**src/rtl/bcd_to_decimal_pkg.sv**
```systemverilog
// rtl/bcd_to_decimal_pkg.sv - shared types and constants for the BCD-to-decimal decoder
package bcd_to_decimal_pkg;

    typedef enum logic {
        EMPTY = 1'b0,
        FULL  = 1'b1
    } state_t;

    localparam int          BCD_W       = 4;
    localparam int          DIGITS      = 10;
    localparam logic [3:0]  ERR_CNT_MAX = 4'd15;

endpackage

```
**src/rtl/bcd_onehot_dec.sv**
```systemverilog
// rtl/bcd_onehot_dec.sv - combinational BCD code to one-hot digit plus illegal flag
module bcd_onehot_dec
    import bcd_to_decimal_pkg::*;
(
    input  logic [BCD_W-1:0]  Din,
    output logic [DIGITS-1:0] onehot,
    output logic              illegal
);

    always_comb begin
        onehot  = '0;
        illegal = 1'b0;
        if (Din < BCD_W'(DIGITS)) begin
            onehot = {{(DIGITS-1){1'b0}}, 1'b1} << Din;
        end else begin
            illegal = 1'b1;
        end
    end

endmodule

```
**src/rtl/bcd_to_decimal.sv**
```systemverilog
// rtl/bcd_to_decimal.sv - registered BCD decoder with one-entry output hold, ack handshake and hold timeout
module bcd_to_decimal
    import bcd_to_decimal_pkg::*;
#(
    parameter int TIMEOUT = 0
) (
    input  logic              clk,
    input  logic              rst_n,
    input  logic [BCD_W-1:0]  Din,
    input  logic              in_valid,
    output logic              in_ready,
    output logic [DIGITS-1:0] Dout,
    output logic              out_valid,
    input  logic              out_ack,
    output logic              ERR,
    output logic              TO,
    output logic [3:0]        err_cnt
);

    localparam int WCNT_W = (TIMEOUT > 0) ? $clog2(TIMEOUT + 1) : 1;
    localparam logic [WCNT_W-1:0] WCNT_LAST = (TIMEOUT > 0) ? WCNT_W'(TIMEOUT - 1) : '0;

    state_t              state_q, state_d;
    logic [DIGITS-1:0]   dout_q, dout_d;
    logic                err_q, err_d;
    logic                to_q, to_d;
    logic [3:0]          err_cnt_q, err_cnt_d;
    logic [WCNT_W-1:0]   wcnt_q, wcnt_d;

    logic [DIGITS-1:0]   dec_onehot;
    logic                dec_illegal;
    logic                xfer;
    logic                timeout_hit;

    bcd_onehot_dec u_dec (
        .Din     (Din),
        .onehot  (dec_onehot),
        .illegal (dec_illegal)
    );

    // A held result frees the slot in the same cycle it is acked, so ack doubles as ready.
    assign in_ready    = (state_q == EMPTY) || out_ack;
    assign xfer        = in_valid && in_ready;
    assign timeout_hit = (TIMEOUT > 0) && (state_q == FULL) && !out_ack && (wcnt_q == WCNT_LAST);

    always_comb begin
        state_d   = state_q;
        dout_d    = dout_q;
        err_d     = err_q;
        to_d      = 1'b0;
        err_cnt_d = err_cnt_q;
        wcnt_d    = wcnt_q;

        if (xfer) begin
            state_d = FULL;
            dout_d  = dec_onehot;
            err_d   = dec_illegal;
            wcnt_d  = '0;
            if (dec_illegal && (err_cnt_q != ERR_CNT_MAX)) begin
                err_cnt_d = err_cnt_q + 4'd1;
            end
        end else if (state_q == FULL) begin
            if (out_ack) begin
                state_d = EMPTY;
                dout_d  = '0;
                err_d   = 1'b0;
            end else if (timeout_hit) begin
                state_d = EMPTY;
                dout_d  = '0;
                err_d   = 1'b0;
                to_d    = 1'b1;
                wcnt_d  = '0;
            end else begin
                wcnt_d = wcnt_q + 1'b1;
            end
        end
    end

    always_ff @(posedge clk) begin
        if (!rst_n) begin
            state_q   <= EMPTY;
            dout_q    <= '0;
            err_q     <= 1'b0;
            to_q      <= 1'b0;
            err_cnt_q <= '0;
            wcnt_q    <= '0;
        end else begin
            state_q   <= state_d;
            dout_q    <= dout_d;
            err_q     <= err_d;
            to_q      <= to_d;
            err_cnt_q <= err_cnt_d;
            wcnt_q    <= wcnt_d;
        end
    end

    assign out_valid = (state_q == FULL);
    assign Dout      = dout_q;
    assign ERR       = err_q;
    assign TO        = to_q;
    assign err_cnt   = err_cnt_q;

endmodule

```
**config.mk**
```make
export PLATFORM = sky130hd
export DESIGN_NAME = bcd_to_decimal
export DESIGN_NICKNAME = d
export VERILOG_FILES = /design/src/rtl/bcd_to_decimal_pkg.sv /design/src/rtl/bcd_onehot_dec.sv /design/src/rtl/bcd_to_decimal.sv
export SDC_FILE = /design/constraint.sdc
export NUM_CORES = 1
export LEC_CHECK = 0
export CORE_AREA = 2 2 39 41
export DETAILED_ROUTE_END_ITERATION = 10
export DIE_AREA = 0 0 41 43
export DONT_BUFFER_PORTS = 1
export GPL_TIMING_DRIVEN = 0
export PLACE_DENSITY = 0.86
export SLEW_MARGIN = 20
export SYNTH_ARGS = -nofsm -noshare
export SYNTH_HDL_FRONTEND = slang
export SYNTH_SLANG_ARGS = --single-unit
```
**constraint.sdc**
```tcl
create_clock -name clk -period 2.69 [get_ports clk]
set_clock_uncertainty 0.15 [all_clocks]
set_input_delay 0.538 -clock clk [delete_from_list [all_inputs] [get_ports clk]]
set_output_delay 0.538 -clock clk [all_outputs]
set_load 0.01 [all_outputs]
```
==> results of run 1 <==
[layout make-up]
type	count	area [um^2]
clock buffers	4	36.28
plain buffers	7	37.54
flip-flops and latches	16	320.3
fillers	136	543.0
inverters	1	3.754
well taps	16	20.02
multi-input cells	61	422.9
[kinds of logic after synthesis]
group           Yosys count  synth area share, %
simple gates             39                29.51
compound gates           17                18.50
flops                    16                40.83
buf+inv                   8                5.262
mux                       3                3.828
fa+ha+maj                 1                1.595
other cells               1               0.4780
[stage by stage]
stage	setup WS (ps)	instances
2_1_floorplan	1038	85
3_3_place_gp	1006	101
3_5_place_dp	991.0	101
4_1_cts	845.5	105
5_1_grt	799.0	105
6_report	862.4	105
[worst max-delay path by stage]
| stage | cells past startpoint | endpoint | startpoint |
|---|---|---|---|
| finish | 3 | in_ready | out_valid$_SDFF_PN0_ |
| global route | 3 | in_ready | out_valid$_SDFF_PN0_ |
| CTS | 3 | in_ready | out_valid$_SDFF_PN0_ |
| detailed placement | 3 | in_ready | out_ack |
| global placement | 3 | in_ready | out_ack |
| floorplan | 3 | in_ready | out_ack |
[flip-flops by register name (all words and copies together), names as in the netlist]
name	cells
out_valid	1
ERR	1
err_cnt	4
Dout	10
[routing by layer]
metal | wire [um] | part of all wire, %
met1 | 578 | 43
met2 | 638 | 47
met3 | 118 | 8.8
met4 | 12 | 0.89
met5 | 0 | 0
[power breakdown]
part           leakage, nW  internal [mW]  switching [mW]
sequential           0.130          0.242         0.00721
clock               0.0210         0.0823          0.0696
combinational        0.171         0.0186          0.0207
total                0.321          0.343          0.0975
[cells in the mapped netlist]
library cell / number
buf_2: 3
conb_1: 1
nand3_1: 2
o311a_1: 2
nand4b_1: 6
nor3b_1: 3
ha_1: 1
dfxtp_1: 16
nand4_1: 5
nand2b_1: 3
and3b_2: 1
a41o_1: 2
mux2i_1: 3
o21a_4: 1
a21boi_0: 6
nand2_1: 15
a21boi_1: 6
and3_1: 1
clkbuf_1: 2
buf_4: 2
nand3_2: 1
nor3_1: 1
and3b_1: 1
inv_1: 1
[critical path, delay by kind of cell, from the launching register on]
family	cells	cell delay, ps
buf+inv	2	340
flops	1	430
simple gates	1	90
==> results_dict.tcl, run 1 <==
set metrics [dict create \
    min_delay_worst_endpoint "ERR$_SDFFE_PN0P_" \
    hold_start "rst_n" \
    clk_root_buffer_cell "clkbuf_4" \
    criticalPathCategory "reg2out" \
    postRouteWirelength_um 1348 \
    die_outline_area_um2 1763 \
    crit_path_end_kind "output pin" \
    power.static_leakage_nw 0.3213 \
    data_arrival_at_the_endpoint_of_the_critical_path_ps 1140 \
    critical_path_required_ps 2000 \
    cts_tree "done" \
    post_cts_hold_buffer_count 0 \
    hpwl_reported_at_the_end_of_detailed_placement_um 1036 \
    worst_path_largest_cell_delay_ps 430 \
    core_region_area_um2 1384 \
    grt_usage_pct 18.16 \
    layout_worst_path_cycle_share_pct 67.94 \
    via_per_inst 5.771 \
    cts-buffers-inserted 3 \
    met1_usage_pct 22.22 \
    final_hold_vios 0 \
    syn_to_final_growth_pct 7.177 \
    htreeDepth 1 \
    rsz0062_at_grt "no" \
    nNetsFinal 99 \
    run_status "complete, no violations" \
    place.port_buffers 0 \
    setup_tns_ps 0 \
    synth_seq_cells 16 \
    mostFrequentLayoutCells "16 x dfxtp_1, 15 x nand2_1, 6 x a21boi_0, 6 x nand4b_1, 6 x a21boi_1" \
    fin_worst_hold_slack_ps 248.8 \
    per_cell_routed_wire_length_um 12.84 \
    timing.hold.worst_path_depth 1 \
    globalRouteMet3Util_pct 5.759 \
    total_inserted_antenna_cells 0 \
    critical_path.cell_chain "nand2b_1 > buf_2 > buf_4" \
    finalWorstPathRequiredPeriod_ps 1828 \
    peakVddDrop_mv 0.2989 \
    timing.rr.end "err_cnt[1]$_SDFFE_PN0P_" \
    clk-insertion-delay-late_ps 280 \
    synth_fp_nets 94 \
    power_density_nw_per_um2 523.8 \
    setup.worst_path.start_class "register" \
    place.gp.congestion 0.6902 \
    detailed_routing_iteration_count_for_the_pre_antenna_repair_pass 4 \
    post_synth_num_cell_types 24 \
    layout-drive-gt1-share_pct 13.48 \
    rows 14 \
    critPathSlowestCell "dfxtp_1" \
    maxSlewViolCount 0 \
    grt_pass1_wl_um 2214 \
    yosysTopAreaCellShare_pct 40.83 \
    placement.cell_area_um2 804.5 \
    ff2ff_setup_slack_ps 1310 \
    max_freq_mhz 547.2 \
    grt.overflow.total 0 \
    setup_violations 0 \
    yosysSeqAreaShare_pct 40.83 \
    synth_cells 85 \
    grt_start_max_net_pins 11 \
    cts_resized 0 \
    ys_top_cells_by_area "dfxtp_1 41%, nand2_1 7.2%, nand4b_1 6.7%" \
    layout.cells.most_common "dfxtp_1" \
    start_util_pct 56.69 \
    worst_r2r_path_depth 4 \
    die_h_um 43 \
    utilization_pct 60.76 \
    cts-root-to-sink-buffers 2 \
    critPathMaxFanout 10 \
    maxCapViolCount 0 \
    synth.cell_area_um2 784.5 \
    syn_area_per_cell_um2 9.229 \
    busiest_layer "met2" \
    synthesis.yosys.warnings 0 \
    cts.clk_slew.worst_paths_ps 90 \
    drt_iter0_markers 7 \
    fin_area_um2 840.8 \
    dr_total_vias 606 \
    worst_r2r_startpoint "err_cnt[1]$_SDFFE_PN0P_" \
    yosys.area.top_type "dfxtp_1" \
    die_width_um 41 \
    num_io_pins 26 \
    postCtsSetupBuffers 0 \
    grt.met2_usage_pct 26.88 \
    clkSinkCount 16 \
    drc 0 \
    worstHoldPathType "in2reg" \
    number_of_nets_with_antenna_violations_after_detailed_routing 0 \
    grt_antenna_before_repair 0 \
    vias_in_the_first_global_route 559 \
    power.total_mw 0.4404 \
]
(Power assumes the default switching activity.)
==> run 2: changes to the inputs <==
--- a/config.mk
+++ b/config.mk
@@ -5,12 +5,12 @@
 export SDC_FILE = /design/constraint.sdc
 export NUM_CORES = 1
 export LEC_CHECK = 0
-export CORE_AREA = 2 2 39 41
+export CORE_AREA = 2 2 40 42
 export DETAILED_ROUTE_END_ITERATION = 10
-export DIE_AREA = 0 0 41 43
+export DIE_AREA = 0 0 42 44
 export DONT_BUFFER_PORTS = 1
 export GPL_TIMING_DRIVEN = 0
-export PLACE_DENSITY = 0.86
+export PLACE_DENSITY = 0.82
 export SLEW_MARGIN = 20
 export SYNTH_ARGS = -nofsm -noshare
 export SYNTH_HDL_FRONTEND = slang
==> constraint.sdc (replaced) <==
create_clock -name clk -period 1.7 [get_ports clk]
set_clock_uncertainty 0.15 [all_clocks]
set_input_delay 0.34 -clock clk [delete_from_list [all_inputs] [get_ports clk]]
set_output_delay 0.34 -clock clk [all_outputs]
set_load 0.01 [all_outputs]
==> run 2 against run 1 <==
- cell area is 1.6% lower
- sequential share of layout area is 0.63 points higher
- combinational power is 61% higher
- critical path depth stayed put
- die area is 4.8% higher
- worst setup slack worse by 760 ps
- sequential power is 58% higher
- hold slack worse by 200 ps
- global-route usage is 0.91 points higher
- register-to-register slack worse by 990 ps
- critical path type unchanged
- critical endpoint unchanged
- largest power group unchanged
==> results_dict.tcl, run 2 (synthesis results as in run 1) <==
set metrics [dict create \
    place.gp.congestion 0.7438 \
    number_of_nets_with_antenna_violations_after_detailed_routing 0 \
    critPathMaxFanout 10 \
    critPathSlowestCell "dfxtp_1" \
    clk_root_buffer_cell "clkbuf_4" \
    per_cell_routed_wire_length_um 15.17 \
    vias_in_the_first_global_route 611 \
    post_cts_hold_buffer_count 0 \
    multiInputGateArea_um2 422.9 \
    die_h_um 44 \
    run_status "complete, no violations" \
    power.internal_mw 0.4945 \
    postCtsSetupBuffers 0 \
    worstHoldPathType "in2reg" \
    setup_violations 0 \
    power.share.combinational_pct 9.8 \
    p_switching_mw 0.1530 \
    drc 0 \
    layout-drive-gt1-share_pct 12.50 \
    layout.cells.most_common "dfxtp_1" \
    finalWorstPathRequiredPeriod_ps 1602 \
    cts-buffers-inserted 3 \
    setup.worst_path.start_class "register" \
    clkPwrFrac_pct 29.3 \
    layout_worst_path_cycle_share_pct 94.22 \
    postRouteWirelength_um 1578 \
    sequential_cell_area_um2 320.3 \
    place.port_buffers 0 \
    peakVddDrop_mv 0.4137 \
    core_region_area_um2 1419 \
    start_util_pct 55.29 \
    nNetsFinal 99 \
    die_width_um 42 \
    htreeDepth 1 \
    rsz0062_at_grt "no" \
    cts_resized 0 \
    maxSlewViolCount 0 \
    via_per_inst 5.933 \
    critical_path.cell_chain "nand2b_1 > buf_2 > buf_4" \
    hpwl_reported_at_the_end_of_detailed_placement_um 1139 \
    cts_tree "done" \
    syn_to_final_growth_pct 5.423 \
    detailed_routing_iteration_count_for_the_pre_antenna_repair_pass 4 \
    data_arrival_at_the_endpoint_of_the_critical_path_ps 1110 \
    power_density_nw_per_um2 782.9 \
    cts.clk_slew.worst_paths_ps 90 \
    flip_flop_count_of_the_largest_register_all_copies_and_words_added 10 \
    grt_antenna_before_repair 0 \
    setup_tns_ps 0 \
    cts-root-to-sink-buffers 2 \
    final_hold_vios 0 \
    rows 14 \
    swShare_pct 23.64 \
    maxCapViolCount 0 \
    worst_path_largest_cell_delay_ps 420 \
    clk-insertion-delay-late_ps 280 \
    num_io_pins 26 \
    p_seq_share_pct 60.9 \
    grt.overflow.total 0 \
    grt_pass1_wl_um 2580 \
    clkSinkCount 16 \
    utilization_pct 58.29 \
    drt_iter0_markers 6 \
    grt_start_max_net_pins 11 \
    critical_path_required_ps 1210 \
    dr_total_vias 617 \
    grt_usage_pct 19.07 \
    max_freq_mhz 624.3 \
    die_outline_area_um2 1848 \
    mostFrequentLayoutCells "16 x dfxtp_1, 15 x nand2_1, 6 x a21boi_0, 6 x nand4b_1, 6 x a21boi_1" \
    power.static_leakage_nw 0.3141 \
    criticalPathCategory "reg2out" \
    path_buf_inv 2 \
    crit_path_end_kind "output pin" \
    total_inserted_antenna_cells 0 \
    critPathTopFamily "flip-flops" \
    final.fill_count 126 \
]
## run 2: cell count changes in the layout (fill, tap and decap cells not counted), sizes merged
| cell | change |
|---|---|
| clkbuf | -1 |
## run 2: power by group through the flow
stage                     clock network [mW]  logic [mW]  registers [mW]
after CTS                              0.194      0.0631           0.395
final                                  0.190      0.0631           0.394
after floorplan                            0      0.0534           0.402
after global placement                     0      0.0613           0.403
after detailed placement                   0      0.0629           0.404
after global routing                   0.206      0.0706           0.396
## run 2: metrics by stage
stage | hold slack [ps] | worst slack (ps) | power, mW | cell area [um^2] | instances
after floorplan | 329.2 | 432.7 | 0.4550 | 784.5 | 85
after detailed placement | 342.3 | 321.0 | 0.4665 | 804.5 | 101
after global routing | 48.09 | 27.99 | 0.6726 | 827.0 | 104
after global placement | 337.7 | 366.3 | 0.4645 | 804.5 | 101
after CTS | 49.47 | 82.50 | 0.6518 | 827.0 | 104
final | 51.02 | 98.30 | 0.6475 | 827.0 | 104
## run 2: area by class of cell
cell class                      instances  area share, %
Buffer                                  7          4.539
Clock buffer                            3          2.723
Inverter                                1         0.4539
Multi-Input combinational cell         61          51.13
Sequential cell                        16          38.73
Tap cell                               16          2.421
## run 2: final timing paths
path / startpoint / endpoint / slack, ps / cells past startpoint
hold reg to reg: Dout[2]$_SDFFE_PN0P_ / Dout[2]$_SDFFE_PN0P_ / 350 / 2
setup reg to reg: err_cnt[0]$_SDFFE_PN0P_ / err_cnt[1]$_SDFFE_PN0P_ / 320 / 4
setup / recovery: out_valid$_SDFF_PN0_ / in_ready / 100 / 3
hold / removal: rst_n / err_cnt[0]$_SDFFE_PN0P_ / 50 / 2
## run 2: worst reg2reg max path, cell delays in order, from the launching register on
cell and delay (ps):
dfxtp_1 470, ha_1 260, nand3_1 90, nand4_1 160, mux2i_1 200
## run 2: per-layer routing
metal / track usage (%) / routed length, um
met1: 20.36 / 663
met3: 5.833 / 126
met4: 11.61 / 32
met2: 33.13 / 754
met5: 0 / 0
